$ cat config.mk
export PLATFORM = sky130hd
export DESIGN_NAME = pio_event_sequencer
export DESIGN_NICKNAME = d
export VERILOG_FILES = /design/src/rtl/pio_event_sequencer.sv
export SDC_FILE = /design/constraint.sdc
export NUM_CORES = 1
export LEC_CHECK = 0
export CAP_MARGIN = 20
export CORE_MARGIN = 5
export CORE_UTILIZATION = 30
export DETAILED_ROUTE_END_ITERATION = 7
export PLACE_DENSITY = 0.57
export SYNTH_ARGS = -nofsm -noshare
export SYNTH_HDL_FRONTEND = slang
export SYNTH_SLANG_ARGS = --single-unit
$ cat constraint.sdc
create_clock -name clk -period 4 [get_ports clk]
set_clock_uncertainty 0.1 [all_clocks]
set_input_delay 0.8 -clock clk [delete_from_list [all_inputs] [get_ports clk]]
set_output_delay 0.8 -clock clk [all_outputs]
set_load 0.005 [all_outputs]
$ cat src/rtl/pio_event_sequencer.sv
// pio_event_sequencer: Avalon-MM master that services the switch PIO edge interrupt
// and queues {edge_capture, data} snapshots in a first-word-fall-through FIFO.
module pio_event_sequencer #(
  parameter int W = 18,
  parameter int DEPTH = 8,
  parameter logic [W-1:0] MASK_INIT = 18'h3FFFF
) (
  input  logic                       clk,
  input  logic                       reset_n,
  input  logic                       pio_irq,
  output logic                       pio_chipselect,
  output logic                       pio_write_n,
  output logic [1:0]                 pio_address,
  output logic [W-1:0]               pio_writedata,
  input  logic [W-1:0]               pio_readdata,
  input  logic                       cfg_mask_valid,
  input  logic [W-1:0]               cfg_mask,
  output logic                       cfg_mask_ready,
  output logic                       evt_valid,
  input  logic                       evt_ready,
  output logic [W-1:0]               evt_capture,
  output logic [W-1:0]               evt_data,
  output logic [$clog2(DEPTH):0]     evt_count,
  output logic                       busy
);
  localparam int AW = $clog2(DEPTH);
  typedef enum logic [2:0] {INIT, IDLE, WR_MASK, RD_CAP, CAP_WAIT, DATA_WAIT, CLR, PUSH} state_t;
  state_t state, state_nx;
  logic cs_nx, wn_nx;
  logic [1:0] addr_nx;
  logic [W-1:0] wd_nx, cap_reg, dat_reg;
  logic [2*W-1:0] mem [DEPTH];
  logic [AW-1:0] rd_ptr, wr_ptr;
  logic [AW:0] count_nx;
  logic push, pop, full;
  assign full = evt_count == (AW+1)'(DEPTH);
  assign push = state == PUSH;
  assign pop = evt_ready && evt_valid;
  assign count_nx = evt_count + {{AW{1'b0}}, push} - {{AW{1'b0}}, pop};
  assign evt_capture = mem[rd_ptr][2*W-1:W];
  assign evt_data = mem[rd_ptr][W-1:0];
  // Bus outputs are registered from the next state so they line up with the state they belong to;
  // INIT holds until its own write has been on the bus once.
  always_comb begin
    state_nx = state;
    case (state)
      INIT:      state_nx = pio_chipselect ? IDLE : INIT;
      IDLE:      state_nx = cfg_mask_valid ? WR_MASK : (pio_irq && !full) ? RD_CAP : IDLE;
      WR_MASK:   state_nx = IDLE;
      RD_CAP:    state_nx = CAP_WAIT;
      CAP_WAIT:  state_nx = DATA_WAIT;
      DATA_WAIT: state_nx = CLR;
      CLR:       state_nx = PUSH;
      PUSH:      state_nx = IDLE;
      default:   state_nx = IDLE;
    endcase
    cs_nx = state_nx inside {INIT, WR_MASK, RD_CAP, CAP_WAIT, CLR};
    wn_nx = !(state_nx inside {INIT, WR_MASK, CLR});
    addr_nx = (state_nx inside {INIT, WR_MASK}) ? 2'd2 : (state_nx inside {RD_CAP, CLR}) ? 2'd3 : 2'd0;
    wd_nx = state_nx == INIT ? MASK_INIT : state_nx == WR_MASK ? cfg_mask : state_nx == CLR ? '1 : '0;
  end
  always_ff @(posedge clk or negedge reset_n) begin
    if (!reset_n) begin
      state <= INIT;
      pio_chipselect <= 1'b0;
      pio_write_n <= 1'b1;
      pio_address <= 2'd0;
      pio_writedata <= '0;
      cfg_mask_ready <= 1'b0;
      busy <= 1'b1;
      cap_reg <= '0;
      dat_reg <= '0;
      rd_ptr <= '0;
      wr_ptr <= '0;
      evt_count <= '0;
      evt_valid <= 1'b0;
    end else begin
      state <= state_nx;
      pio_chipselect <= cs_nx;
      pio_write_n <= wn_nx;
      pio_address <= addr_nx;
      pio_writedata <= wd_nx;
      cfg_mask_ready <= state_nx == WR_MASK;
      busy <= state_nx != IDLE;
      if (state == CAP_WAIT) cap_reg <= pio_readdata;
      if (state == DATA_WAIT) dat_reg <= pio_readdata;
      if (push) wr_ptr <= wr_ptr + 1'b1;
      if (pop) rd_ptr <= rd_ptr + 1'b1;
      evt_count <= count_nx;
      evt_valid <= count_nx != '0;
    end
  end
  always_ff @(posedge clk) begin
    if (push) mem[wr_ptr] <= {cap_reg, dat_reg};
  end
endmodule

Word-level counts from Yosys, hierarchy flattened
Memories as Yosys holds them, arrays and structs flattened.
Cells that the tools add are included.
W data, S select, Z words.
{"block": "op_classes", "n_addsub": 4, "n_eq_ne": 13, "mux": 11, "n_reduce_logical": 12}
{"op": "$mux W18", "count": 3}
{"op": "$pmux W3 S7", "count": 1}
{"op": "$eq A3 B3 Y1 const B", "count": 6}
{"op": "$eq A3 B2 Y1 const B", "count": 4}
{"op": "$mux W2", "count": 4}
{"op": "$add A3 B1 Y3 const B", "count": 2}
{"op": "$logic_not A3 Y1", "count": 2}
{"op": "$reduce_bool A5 Y1", "count": 1}
{"op": "$add A4 B1 Y4", "count": 1}
{"op": "$eq A4 B4 Y1 const B", "count": 1}
{"op": "$reduce_bool A2 Y1", "count": 2}
{"op": "$reduce_bool A4 Y1", "count": 1}
{"op": "$sub A4 B1 Y4", "count": 1}
{"op": "$eq A3 B1 Y1 const B", "count": 1}
{"op": "$mux W1", "count": 3}
{"op": "$ne A3 B1 Y1 const B", "count": 1}
{"op": "$reduce_bool A3 Y1", "count": 1}
{"op": "$logic_and A1 B1 Y1", "count": 2}
{"op": "$logic_not A1 Y1", "count": 2}
{"op": "$reduce_or A2 Y1", "count": 1}
{"block": "totals", "ff_bits": 74, "mem_bits_rw": 288, "input_bits": 41, "out_inout_bits": 65, "word_cells": 54, "mem_count": 1}
{"memory": "mem", "depth": 8, "width": 36, "rd": 1, "rd_clocked_by_memory_dff": 0, "write_ports": 1, "line_no": "32", "rtl": "logic [2*W-1:0] mem [DEPTH];"}

Depth between registers and ports, before layout
{"block": "logic_depth", "ltp_word": 10, "ltp_mapped": 11, "ltp_nobuf": 10}

Worst setup path before layout
OpenSTA, ideal clock, no wires.
{"block": "synth_path", "kind": "register -> register", "startpoint": "register state[2]", "endpoint": "memory mem[0][0] (netlist name), enable pin", "setup_ns": 0.474, "arrival_ns": 3.277, "required_time_ns": 3.426, "slack_ns": 0.149, "stages_incl_launch_ff": 5, "n_path_buf": 1, "period_less_slack_ns": 3.851, "path_cell_list": "dfrtp_1 > and3_1 > clkbuf_1 > nand2b_1 > nor3_1"}
{"block": "synth_via", "elab_chain_len": 3}
{"item": "start: declaration", "line_no": "28", "rtl": "state_t state, state_nx;"}
{"item": "start signal: assignment", "line_no": "78", "rtl": "state <= state_nx;"}
{"item": "$eq A3 B3 Y1", "line_no": "37", "rtl": "assign push = state == PUSH;"}
{"item": "$mux W1", "line_no": "94", "rtl": "if (push) mem[wr_ptr] <= {cap_reg, dat_reg};"}
{"item": "$mux W1 (not written as such)", "line_no": "94"}
{"item": "end: declaration", "line_no": "32"}
Every way passes these cells.

Worst setup path in the final report
{"block": "layout_path", "startpoint": "register rd_ptr[0]", "endpoint": "output evt_capture[9]"}
{"block": "layout_via", "elab_chain_len": 1}
{"item": "start: declaration", "line_no": "33", "rtl": "logic [AW-1:0] rd_ptr, wr_ptr;"}
{"item": "start signal: assignment", "line_no": "88", "rtl": "if (pop) rd_ptr <= rd_ptr + 1'b1;"}
{"item": "$mem_v2 Z8 W36"}
{"item": "end: declaration", "line_no": "21", "rtl": "output logic [W-1:0] evt_capture,"}
Every way passes these cells.

==> metrics.txt <==
Post-CTS Setup Inserts=0; Clock transition at path regs=around 60 ps; antenna violations before repair=1; port bufs=105; layout cell share with drive strength beyond 1=22.48%; depth of the CTS H-tree=2; GRT Overall Usage=roughly an eighth; Inst Count DP=between 1,000 and 1,500; clock root cell=clkbuf_16; slew margin rel.=a little under half; PD cells=758.5 nW/um2; RSZ-0062 raised after global routing=false; nets=between 800 and 900; Hold Crit Class=register to register; cell count after synthesis=approximately 650; Vias per Instance=4.630; clk sink count=between 300 and 400; max reg flops=between 200 and 300; Final Slew Violations=0; drt wl/cell=~21 um; final RePlAce weighted congestion=0.7142; via count=6,579; Diodes inserted=0; Leak=~6 nW; post-route cell area=~17,000 um2; synth unique cells=38; worst path required time=3100 ps; Final Hold Fails=0; Synth Warn #=0; Seq/Total Area, Yosys=between 70% and 80%; Synthesized Nets=700; largest net degree at the start of global routing=75; Placed Area=between 15,000 and 20,000 um2; Final Cycle Share=between 90% and 100%; Final Setup Violations=0; Detail Route Antenna Nets=0; Syn Area/Cell=roughly 21 um2; hold slack=400.0 ps; Yosys reg bits=about 360; CTS tree=built; io pins=approximately 110; Cell Rows=79; initial core utilization=around 30%; core area=approximately 46,000 um2; chip width=about 230 um; Skew-Pair Late Insertion Delay=approximately 530 ps; global-route wire length before repair=between 40,000 and 50,000 um; initial DRC count=362; FILL cells=between 4,000 and 5,000; max_cap viols=0; DIE HEIGHT=roughly 230 um; crit path max fanout=16; CTS Buffer Depth=3; vias in the first global route=around 7,100; crit end category=output pin; CP Class=register to output pin; Worst EP arrival=approximately 2900 ps; Final Util=37.10%; PostCTS Resize Cnt=0; crit path launch type=register; GR Overflow Total=0; Max Freq=266.7 MHz; min Tclk post-route=between 3000 and 4000 ps; # DRC=0; Post-DP HPWL=about 18,000 um; CTS Buf Count=37; Biggest register=mem; Post-Syn Area=~14,000 um2; Max IR drop VDD=~0.39 mV; Slew @ Worst Pin=805.8 ps; Area Overhead vs Synth=22.96%; First-pass DRT Iterations=4; Die ar.=between 50,000 and 60,000 um2; Routed WL=roughly 30,000 um; status=finished clean; Setup TNS=0 ps; Post-Layout Cell Count=between 1,000 and 1,500
==> report_power, final <==
group	internal (mW)	switching, mW	total [mW]
combinational	2.16	1.58	3.74
sequential	5.14	0.669	5.81
clock	2.07	1.42	3.49
total	9.38	3.67	13.0
==> area by class of cell <==
type	count	area (um2)	area share, %
Tap cell	607	759.5	4.416
Multi-Input combinational cell	249	3324	19.33
Inverter	8	30.03	0.1746
Clock inverter	13	165.2	0.9603
Sequential cell	362	10510	61.10
Timing Repair Buffer	127	1336	7.770
Clock buffer	55	1075	6.249
==> cells by family after synthesis <==
group	share of synthesized area, %
and+or+nand+nor	2.371
adders and majority gates	0.7693
muxes	19.07
xor gates and xnor gates	0.4383
AOI/OAI and AO/OA	0.6441
DFF	75.09
buffers and inverters	1.619
==> metal layers <==
layer	GRT usage, %	wire (um)	vias to the layer above
met1	16.08	13660	3448
met5	0	0	-
met3	3.107	1711	36
met2	19.09	14240	170
li1	-	-	2925
met4	2.948	481	0
==> path summary, 6_finish.rpt <==
path	from	to	slack, ps	cells past startpoint
worst min-delay path	pio_chipselect	busy	400	1
max in group asynchronous	reset_n	rd_ptr[0]	2650	3
worst max register to register	state[0]	evt_valid	1260	10
min in group asynchronous	reset_n	pio_writedata[8]	540	2
worst min register to register	pio_chipselect	busy	400	1
worst max-delay path	rd_ptr[0]	evt_capture[9]	250	4
==> Yosys cell counts <==
| master | instances | area, um2 |
|---|---|---|
| a21o_1 | 4 | 30.03 |
| a21oi_1 | 2 | 10.01 |
| a221oi_1 | 1 | 8.760 |
| and3_1 | 1 | 6.260 |
| buf_1 | 9 | 33.78 |
| buf_2 | 10 | 50.05 |
| buf_4 | 1 | 7.510 |
| buf_6 | 8 | 90.09 |
| clkbuf_1 | 4 | 15.01 |
| dfrtp_1 | 72 | 1802 |
| dfstp_2 | 2 | 52.55 |
| edfxtp_1 | 288 | 8648 |
| fa_1 | 1 | 20.02 |
| ha_1 | 7 | 87.58 |
| inv_1 | 8 | 30.03 |
| mux2_2 | 73 | 822.0 |
| mux2i_1 | 1 | 10.01 |
| mux4_1 | 57 | 1498 |
| mux4_2 | 15 | 337.8 |
| nand2_1 | 49 | 183.9 |
| nand2b_1 | 5 | 31.28 |
| nand3_1 | 1 | 5.000 |
| nand3b_1 | 1 | 7.510 |
| nor2_1 | 9 | 33.78 |
| nor3_1 | 2 | 10.01 |
| nor3b_1 | 1 | 7.510 |
| nor4_1 | 1 | 6.260 |
| nor4b_1 | 1 | 8.760 |
| nor4bb_1 | 1 | 10.01 |
| o21a_1 | 1 | 7.510 |
| o21ai_0 | 2 | 10.01 |
| o221ai_1 | 1 | 8.760 |
| o31ai_1 | 2 | 15.01 |
| or2_2 | 1 | 6.260 |
| or3_1 | 1 | 6.260 |
| or3b_2 | 1 | 8.760 |
| xnor2_1 | 6 | 52.55 |
| xor2_1 | 1 | 8.760 |
==> per-stage QoR <==
stage	setup WS (ps)	power (mW)
6_report	251.1	13.05
3_3_place_gp	790.7	9.671
4_1_cts	198.3	13.27
2_1_floorplan	149.2	7.867
3_5_place_dp	770.6	9.739
5_1_grt	128.0	13.74
==> placed cells by master (no fill, tap or decap), drive strengths merged, types with 2 or more instances in the layout <==
cell type	Yosys	routed
bufinv	0	3
dfrtp	72	72
buf	28	22
o21ai	2	2
clkbuf	4	55
clkdlybuf4s50	0	104
inv	8	9
ha	7	7
nand2	49	49
nor2	9	9
xnor2	6	6
clkinv	0	9
o31ai	2	2
mux4	72	72
nand2b	5	5
a21o	4	4
dfstp	2	2
a21oi	2	2
mux2	73	73
nor3	2	2
edfxtp	288	288
==> worst max-delay path: stages (launching register included) <==
cell and delay (ps):
dfrtp_4 570, buf_4 330, mux4_1 590, mux2_2 290, clkdlybuf4s50_1 540
==> what timing repair did <==
| action | CTS | global route |
|---|---|---|
| hold buffers | 0 | 1 |
| endpoints found under the hold margin | 0 | 9 |
| endpoints found under the setup margin | 0 | 0 |
Power figures use the tool's default switching activity.
